--- src/rtl/exec_trace_buffer.sv ---
// -----------------------------------------------------------------------------
// exec_trace_buffer
//
// Execution-trace capture unit for the single-cycle RISC-V core. Every retired
// instruction's PC and packed control word is written into a circular buffer.
// Capture is armed by a pulse, and a PC-match or forced trigger starts a
// post-trigger countdown. When the countdown ends the retained window is
// streamed out oldest-first over a valid/ready port. The block only observes
// the datapath and never stalls it.
//
// Parameters
//   DEPTH   buffer entries (power of two, >= 4)
//   PC_W    PC width
//   CTRL_W  packed control-word width
//
// Ports
//   clk_i         clock, all state changes on the rising edge
//   rst_i         synchronous active-high reset
//   cap_valid_i   instruction retires this cycle
//   cap_pc_i      retiring PC
//   cap_ctrl_i    retiring control word
//   arm_i         pulse: clear buffer, latch post_len_i, start capture
//   post_len_i    samples kept after the trigger sample
//   trig_en_i     enable PC-match trigger
//   trig_pc_i     trigger PC (compared live)
//   force_trig_i  pulse: unconditional trigger
//   rd_valid_o    rd_pc_o/rd_ctrl_o hold a buffered entry
//   rd_ready_i    consumer accepts the entry
//   rd_pc_o       entry PC
//   rd_ctrl_o     entry control word
//   rd_last_o     current entry is the final one
//   armed_o       capturing (waiting for trigger or counting post samples)
//   done_o        capture finished, readout in progress
//   count_o       entries retained, saturates at DEPTH
//   wrapped_o     at least one entry was overwritten
// -----------------------------------------------------------------------------
module exec_trace_buffer #(
    parameter int unsigned DEPTH  = 16,
    parameter int unsigned PC_W   = 32,
    parameter int unsigned CTRL_W = 14
) (
    input  logic                     clk_i,
    input  logic                     rst_i,
    input  logic                     cap_valid_i,
    input  logic [PC_W-1:0]          cap_pc_i,
    input  logic [CTRL_W-1:0]        cap_ctrl_i,
    input  logic                     arm_i,
    input  logic [$clog2(DEPTH)-1:0] post_len_i,
    input  logic                     trig_en_i,
    input  logic [PC_W-1:0]          trig_pc_i,
    input  logic                     force_trig_i,
    output logic                     rd_valid_o,
    input  logic                     rd_ready_i,
    output logic [PC_W-1:0]          rd_pc_o,
    output logic [CTRL_W-1:0]        rd_ctrl_o,
    output logic                     rd_last_o,
    output logic                     armed_o,
    output logic                     done_o,
    output logic [$clog2(DEPTH):0]   count_o,
    output logic                     wrapped_o
);

    localparam int unsigned AW   = $clog2(DEPTH);
    localparam int unsigned CntW = AW + 1;
    localparam int unsigned EW   = PC_W + CTRL_W;

    localparam logic [CntW-1:0] DepthCnt = CntW'(DEPTH);
    localparam logic [CntW-1:0] OneCnt   = CntW'(1);
    localparam logic [AW-1:0]   OneRem   = AW'(1);

    typedef enum logic [1:0] {
        StIdle,
        StArmed,
        StPost,
        StDone
    } state_e;

    state_e          state_q, state_d;
    logic [AW-1:0]   wr_ptr_q, wr_ptr_d;
    logic [CntW-1:0] count_q, count_d;
    logic            wrapped_q, wrapped_d;
    logic [AW-1:0]   post_len_q, post_len_d;
    logic [AW-1:0]   remaining_q, remaining_d;
    logic [AW-1:0]   rd_ptr_q, rd_ptr_d;
    logic [CntW-1:0] left_q, left_d;

    logic [EW-1:0]   mem_q [DEPTH];
    logic [EW-1:0]   rd_entry;
    logic            wr_en;
    logic            trig_hit;

    assign trig_hit = force_trig_i |
                      (cap_valid_i & trig_en_i & (cap_pc_i == trig_pc_i));

    // Next-state logic. arm_i overrides everything except reset, and the
    // arm cycle itself records nothing.
    always_comb begin
        state_d     = state_q;
        wr_ptr_d    = wr_ptr_q;
        count_d     = count_q;
        wrapped_d   = wrapped_q;
        post_len_d  = post_len_q;
        remaining_d = remaining_q;
        rd_ptr_d    = rd_ptr_q;
        left_d      = left_q;
        wr_en       = 1'b0;

        if (arm_i) begin
            state_d    = StArmed;
            wr_ptr_d   = '0;
            count_d    = '0;
            wrapped_d  = 1'b0;
            post_len_d = post_len_i;
        end else begin
            unique case (state_q)
                StIdle: begin
                    // Capture inputs are ignored until the next arm.
                end

                StArmed, StPost: begin
                    if (cap_valid_i) begin
                        wr_en    = 1'b1;
                        wr_ptr_d = wr_ptr_q + 1'b1;
                        if (count_q == DepthCnt) begin
                            wrapped_d = 1'b1;
                        end else begin
                            count_d = count_q + 1'b1;
                        end
                    end

                    if (state_q == StArmed) begin
                        if (trig_hit) begin
                            if (post_len_q == '0) begin
                                state_d = StDone;
                            end else begin
                                state_d     = StPost;
                                remaining_d = post_len_q;
                            end
                        end
                    end else if (cap_valid_i) begin
                        // Only real samples count down the post-trigger window.
                        remaining_d = remaining_q - 1'b1;
                        if (remaining_q == OneRem) begin
                            state_d = StDone;
                        end
                    end

                    // Seed the reader from the post-write pointers so the first
                    // DONE cycle already presents the oldest entry.
                    if (state_d == StDone) begin
                        rd_ptr_d = wrapped_d ? wr_ptr_d : '0;
                        left_d   = count_d;
                    end
                end

                StDone: begin
                    if (left_q == '0) begin
                        state_d = StIdle;
                    end else if (rd_ready_i) begin
                        rd_ptr_d = rd_ptr_q + 1'b1;
                        left_d   = left_q - 1'b1;
                        if (left_q == OneCnt) begin
                            state_d = StIdle;
                        end
                    end
                end

                default: begin
                    state_d = StIdle;
                end
            endcase
        end
    end

    always_ff @(posedge clk_i) begin
        if (rst_i) begin
            state_q     <= StIdle;
            wr_ptr_q    <= '0;
            count_q     <= '0;
            wrapped_q   <= 1'b0;
            post_len_q  <= '0;
            remaining_q <= '0;
            rd_ptr_q    <= '0;
            left_q      <= '0;
        end else begin
            state_q     <= state_d;
            wr_ptr_q    <= wr_ptr_d;
            count_q     <= count_d;
            wrapped_q   <= wrapped_d;
            post_len_q  <= post_len_d;
            remaining_q <= remaining_d;
            rd_ptr_q    <= rd_ptr_d;
            left_q      <= left_d;
        end
    end

    // Trace storage has no reset; validity is tracked by count_q/left_q.
    always_ff @(posedge clk_i) begin
        if (!rst_i && wr_en) begin
            mem_q[wr_ptr_q] <= {cap_pc_i, cap_ctrl_i};
        end
    end

    // All outputs decode registered state only, so rd_ready_i has no
    // combinational path to rd_valid_o.
    assign rd_entry   = mem_q[rd_ptr_q];
    assign rd_valid_o = (state_q == StDone) && (left_q != '0);
    assign rd_pc_o    = rd_valid_o ? rd_entry[EW-1:CTRL_W] : '0;
    assign rd_ctrl_o  = rd_valid_o ? rd_entry[CTRL_W-1:0] : '0;
    assign rd_last_o  = rd_valid_o && (left_q == OneCnt);
    assign armed_o    = (state_q == StArmed) || (state_q == StPost);
    assign done_o     = (state_q == StDone);
    assign count_o    = count_q;
    assign wrapped_o  = wrapped_q;

endmodule

--- config.mk ---
export PLATFORM = sky130hd
export DESIGN_NAME = exec_trace_buffer
export DESIGN_NICKNAME = d
export VERILOG_FILES = /design/src/rtl/exec_trace_buffer.sv
export SDC_FILE = /design/constraint.sdc
export NUM_CORES = 1
export LEC_CHECK = 0
export BUFFER_PORTS_ARGS = -buffer_cell sky130_fd_sc_hd__buf_2
export CAP_MARGIN = 20
export CELL_PAD_IN_SITES_DETAIL_PLACEMENT = 0
export CELL_PAD_IN_SITES_GLOBAL_PLACEMENT = 1
export CORE_MARGIN = 2
export CORE_UTILIZATION = 55
export DETAILED_ROUTE_END_ITERATION = 16
export HOLD_SLACK_MARGIN = 0.02
export MAX_ROUTING_LAYER = met4
export PLACE_DENSITY_LB_ADDON = 0.1
export SLEW_MARGIN = 10
export SYNTH_ARGS = -nofsm -noshare
export SYNTH_HDL_FRONTEND = slang
export SYNTH_SLANG_ARGS = --single-unit
--- constraint.sdc ---
create_clock -name clk_i -period 7.9 [get_ports clk_i]
set_input_delay 0.395 -clock clk_i [delete_from_list [all_inputs] [get_ports clk_i]]
set_output_delay 0.395 -clock clk_i [all_outputs]
set_load 0.05 [all_outputs]
-- Yosys cells after proc, flatten, opt, wreduce, memory -nomap -nowiden
Memories as Yosys holds them, arrays and structs flattened. A register that Yosys moved wholly into a read port is not among the register bits.
Index checks and enable logic that the tools add are counted.
- add/subtract/negate cells: 5
- multipliers: 0
- div/mod/pow operators: 0
- magnitude comparators: 0
- equal/unequal tests: 17
- shift operators: 0
- multiplexer cells: 41
- bitwise gates (word level): 4
- reductions and logical operators: 17
- operator list (cell ; count):
    2-to-1 mux 4 bit ; 11
    equality test 32 bit ; 1
    2-to-1 mux 32 bit ; 1
    2-to-1 mux 5 bit ; 5
    2-to-1 mux 2 bit ; 9
    2-to-1 mux 14 bit ; 1
    2-to-1 mux 1 bit ; 11
    != test 2 bit (second input constant) ; 5
    one-hot mux 5 bit (2 select lines) ; 1
    AND reduction 5 bit ; 2
    adder 4 x 1 -> 4 bit (second input constant) ; 2
    one-hot mux 4 bit (2 select lines) ; 1
    equality test 2 bit (second input constant) ; 3
    AND reduction 3 bit ; 2
    adder 5 x 1 -> 5 bit (second input constant) ; 1
    equality test 5 x 1 -> 1 bit (second input constant) ; 1
    equality test 5 bit (second input constant) ; 1
    logical NOT 5 bit ; 1
    nonzero test 5 bit ; 1
    subtractor 5 x 1 -> 5 bit (second input constant) ; 1
    equality test 4 x 1 -> 1 bit (second input constant) ; 1
    logical NOT 4 bit ; 1
    != test 4 x 2 -> 1 bit (second input constant) ; 1
    != test 4 x 3 -> 1 bit (second input constant) ; 1
    other kinds (14) ; 19
- flip-flop bits (word level): 29
- bits in latches: 0
- RAM bits: 736
- ROM bits: 0
- bits of input ports: 89
- output and inout bits: 56
- word-level logic and storage cells: 94
- memories kept: 1
- memory list (name ; words ; width ; rd ports ; clocked after memory_dff ; wr ports ; line ; source):
    mem_q ; 16 ; 46 ; 1 ; 1 ; 1 ; 87 ; logic [EW-1:0] mem_q [DEPTH];

-- Longest topological paths before layout
- depth in word-level cells: 12
- depth in mapped cells: 9
- depth with buffers taken out: 9

-- Least setup slack after synthesis
No wires, ideal clock.
- path kind: reg2reg
- from: register state_q[0]
- to: memory mem_q[0][0] in the netlist's numbering, enable pin
- setup time: 0.506 ns
- arrival: 4.898 ns
- data required time: 7.394 ns
- slack: 2.496 ns
- stages on the path, launching flop included: 8
- path buffers: 1
- period minus slack after synthesis: 5.404 ns
- cells stage by stage: dfxtp_1 -> inv_1 -> ha_1 -> clkbuf_1 -> nand2_1 -> nor2_1 -> nand2_1 -> nor3_1
- cells in the longest elaborated chain, start to end: 7
- RTL lines (item ; line ; source):
    from (decl) ; 78 ; state_e state_q, state_d;
    from (signal assigned) ; 177 ; state_q <= StIdle;
    from (signal assigned) ; 186 ; state_q <= state_d;
    equality test 2 x 1 -> 1 bit / equality test 2 bit (equally long branches) ; 115 ; unique case (state_q)
    OR reduction 2 bit * ; 115 ;
    2-to-1 mux 1 bit * ; 115 ;
    2-to-1 mux 1 bit * ; 108 ; if (arm_i) begin
    logical AND 1 bit * ; 199 ; if (!rst_i && wr_en) begin
    2-to-1 mux 1 bit * ; 199 ;
    2-to-1 mux 1 bit (not written as such) * ; 200 ; mem_q[wr_ptr_q] <= {cap_pc_i, cap_ctrl_i};
    to (decl) ; 87 ;
Mark *: on every way between the ends. The rest lies on a longest branch, timed or not.

==> results.sh <==
export IMPL_outcome="finished clean"
export IMPL_synthTopCellsByCount="736 x edfxtp_1, 230 x mux4_2, 50 x clkbuf_1"
export IMPL_grt_first_pass_wirelength_mm=100
export IMPL_synth_flop_cell="edfxtp_1"
export IMPL_drt_initial_drc_count=1676
export IMPL_io_pins=145
export IMPL_path_cells="buf_12, mux4_2, mux4_2, and3_1, buf_2"
export IMPL_ctsLongestPathBuffers=3
export IMPL_crit_top_cell="mux4_2"
export IMPL_synth_most_common_cell="edfxtp_1"
export IMPL_yosysSeqAreaShare_pct=75.0
export IMPL_dp_hpwl_mm=32.9
export IMPL_yosys_top_cells_area="edfxtp_1 73%, mux4_2 17%, dfxtp_1 2.2%, and3_1 0.97%, xor2_1 0.95%"
export IMPL_ff2ff_setup_slack_ns=4.77
export IMPL_crit_path_max_incr_delay_ns=0.88
export IMPL_post_route_util_pct=63.1
export IMPL_via_per_inst=6.23
export IMPL_cp_buffers_inverters=2
export IMPL_synth_top_area_share_pct=72.8
export IMPL_power_density_mw_per_mm2=246
export IMPL_fin_tns_setup_ns=0
export IMPL_r2r_end="mem_q[1][7]"
export IMPL_ys_warn_count=0
export IMPL_critPathMaxFanout=108
export IMPL_fin_crit_ns=4.31
export IMPL_grt_pass1_vias=15000
export IMPL_rr_startpoint="state_q[0]"
export IMPL_first_pass_iters=5
export IMPL_critPathSlowestCell="dfxtp_4"
export IMPL_peakVddDrop_mv=0.156
export IMPL_hold_class="in -> reg"
export IMPL_critPathLaunchType="register"
export IMPL_io_buffers=144
export IMPL_finalSetupViolations=0
export IMPL_drv_slew=0
export IMPL_hp_start="cap_ctrl_i[7]"
export IMPL_place_gp_congestion=0.763
export IMPL_htree_levels=3
export IMPL_antenna_found_initial=10
export IMPL_finClkSkew_ns=0.0187
export IMPL_syn_to_final_growth_pct=14.0
export IMPL_clockRootBuffer="clkbuf_16"
export IMPL_cts_setup_buffers=0
export IMPL_nets=1665
export IMPL_end_kind="primary output"
export IMPL_cts_tree="done"
export IMPL_drc_errors=0
export IMPL_synth_edf_count=736
export IMPL_dieWidth_um=239
export IMPL_die_y_um=239
export IMPL_grt_start_max_net_pins=113
export IMPL_floorplan_rows=86
export IMPL_fmax_mhz=232
export IMPL_cts_buffers=78
export IMPL_rsz0062_at_grt="no"
export IMPL_period_share_pct=54.5
export IMPL_critPathArrivalTime_ns=3.91
export IMPL_power_leakage_nw=11.0
export IMPL_yosysTopAreaCell="edfxtp_1"
export IMPL_route_antenna_remaining_nets=0
export IMPL_clock_sinks=769
export IMPL_syn_num_nets=1490
export IMPL_clk_latency_ns=0.61
export IMPL_path_class="reg -> out"
export IMPL_clk_pin_slew_ns=0.06
export IMPL_drt_total_wl_mm=68.9
export IMPL_cap_violations=0
export IMPL_worstMarginPinSlew_ns=1.07
export IMPL_wl_per_cell_um=29.6
export IMPL_async_reset_ff_share_pct=0
export IMPL_min_path_cells=1
export IMPL_reg2regPathDepth=7
export IMPL_ys_types=55
export IMPL_synth_area_mm2=0.0304
export IMPL_syn_instance_count=1386
export IMPL_num_vias=14500
export IMPL_initial_core_util_pct=55.3
export IMPL_drive_gt1_share_pct=33.9
export IMPL_worst_ep_required_time_ns=7.51
export IMPL_cpLargestDelayFamily="multiplexers"
export IMPL_die_area_mm2=0.0571
export IMPL_synth_ff_latch_count=769
export IMPL_final_hold_viol_count=0
export IMPL_maxSlewHeadroom_pct=28.6
export IMPL_syn_area_per_cell_um2=21.9
export IMPL_holdPathEnd="mem_q[12][7]"
export IMPL_track_usage_pct=25.7
export IMPL_grt_overflow_total=0
export IMPL_core_area_mm2=0.0549
[metrics by stage]
step           cell area (um^2)  worst slack (ns)  std cells  hold WS (ns)  power (mW)
6_report                  34600              3.59       2330         0.165        8.52
5_1_grt                   34600              3.32       2330         0.163        8.77
4_1_cts                   34600              3.45       2321         0.135        8.59
3_5_place_dp              32000              4.10       2181         0.477        4.92
3_3_place_gp              32000              4.13       2181         0.473        4.91
2_1_floorplan             30400              2.50       1386         0.457        4.78
[routing by layer]
| layer | track usage, % | share of wire (%) | routed length, um | vias up |
|---|---|---|---|---|
| met5 | - | 0 | 0 | - |
| met4 | 6.82 | 1.8 | 1220 | 0 |
| met3 | 4.34 | 7.0 | 4830 | 73 |
| met2 | 41.1 | 50 | 34200 | 524 |
| met1 | 35.1 | 42 | 28700 | 7742 |
| li1 | - | - | - | 6181 |
[worst max-delay path by stage]
stage	from	endpoint	slack [ns]	cells after the start
global route	register	rd_ctrl_o[1]	3.32	5
floorplan	state_q[0]	mem_q[0][0]	2.50	7
finish	register	rd_pc_o[18]	3.59	5
global placement	register	rd_pc_o[0]	4.13	5
CTS	register	rd_pc_o[18]	3.45	5
detailed placement	register	rd_pc_o[18]	4.10	5
[layout make-up]
cell class                 instances  area (um^2)
tap                              704          881
inverter                          16         60.1
fill                            3740        20300
clock inverter                    44          493
multi-input combinational        524         7340
sequential                       769        22800
clock buffer                      92         2070
antenna                            9         22.5
timing repair buffer             172          966
[cell usage in the layout (no fill, tap or decap), types with 5 or more instances in the layout]
master,instances
clkbuf_1,11
nand2_1,32
inv_1,16
nor2_1,22
clkinv_1,17
clkbuf_16,81
xnor2_1,9
nor3_1,8
nor2_4,12
buf_2,144
buf_4,22
diode_2,9
o31ai_1,5
nor2b_1,7
nand2b_1,6
edfxtp_1,736
o21ai_0,9
a21oi_1,18
dfxtp_1,29
mux2i_1,5
bufinv_16,11
clkinv_2,10
ha_1,14
mux4_2,230
and3_1,47
xor2_1,33
[cell families (layout without fill, tap and decap cells)]
kind of cell / Yosys count / in the layout / share of synthesized area (%)
AND/OR/NAND/NOR: 168 / 168 / 3.02
flip-flops: 769 / 769 / 75.0
other: 0 / 9 / 0
buffers and inverters: 93 / 324 / 1.24
adder cells (fa/ha/maj): 15 / 15 / 0.618
AO/OA/AOI/OAI: 62 / 62 / 1.62
multiplexers: 237 / 237 / 17.3
XOR/XNOR: 42 / 42 / 1.21
[sequential cells by signal (all words and copies together) (netlist names), named ones only]
signal / cells
remaining_q: 4
left_q: 5
count_o: 5
mem_q: 736
wrapped_o: 1
state_q: 2
post_len_q: 4
rd_ptr_q: 4
wr_ptr_q: 4
[timing repair]
action	CTS	global route
setup endpoints to repair	0	0
resized for setup	0	0
hold buffers	4	0
endpoints found under the hold margin	4	0
[power breakdown]
part	switching (mW)	leakage (nW)	internal (mW)
Combinational	0.186	2.91	0.148
Sequential	0.0198	6.89	4.47
Clock	1.47	1.25	2.22
Total	1.68	11.0	6.84
[worst reg2reg max path, stage by stage (launching register included)]
cell and delay (ns):
dfxtp_1 0.41, inv_1 0.09, ha_1 0.51, nand2_1 0.20
nor2_1 0.24, nand2_1 0.26, nor3_2 0.17, buf_4 0.77
(Power assumes the default switching activity.)
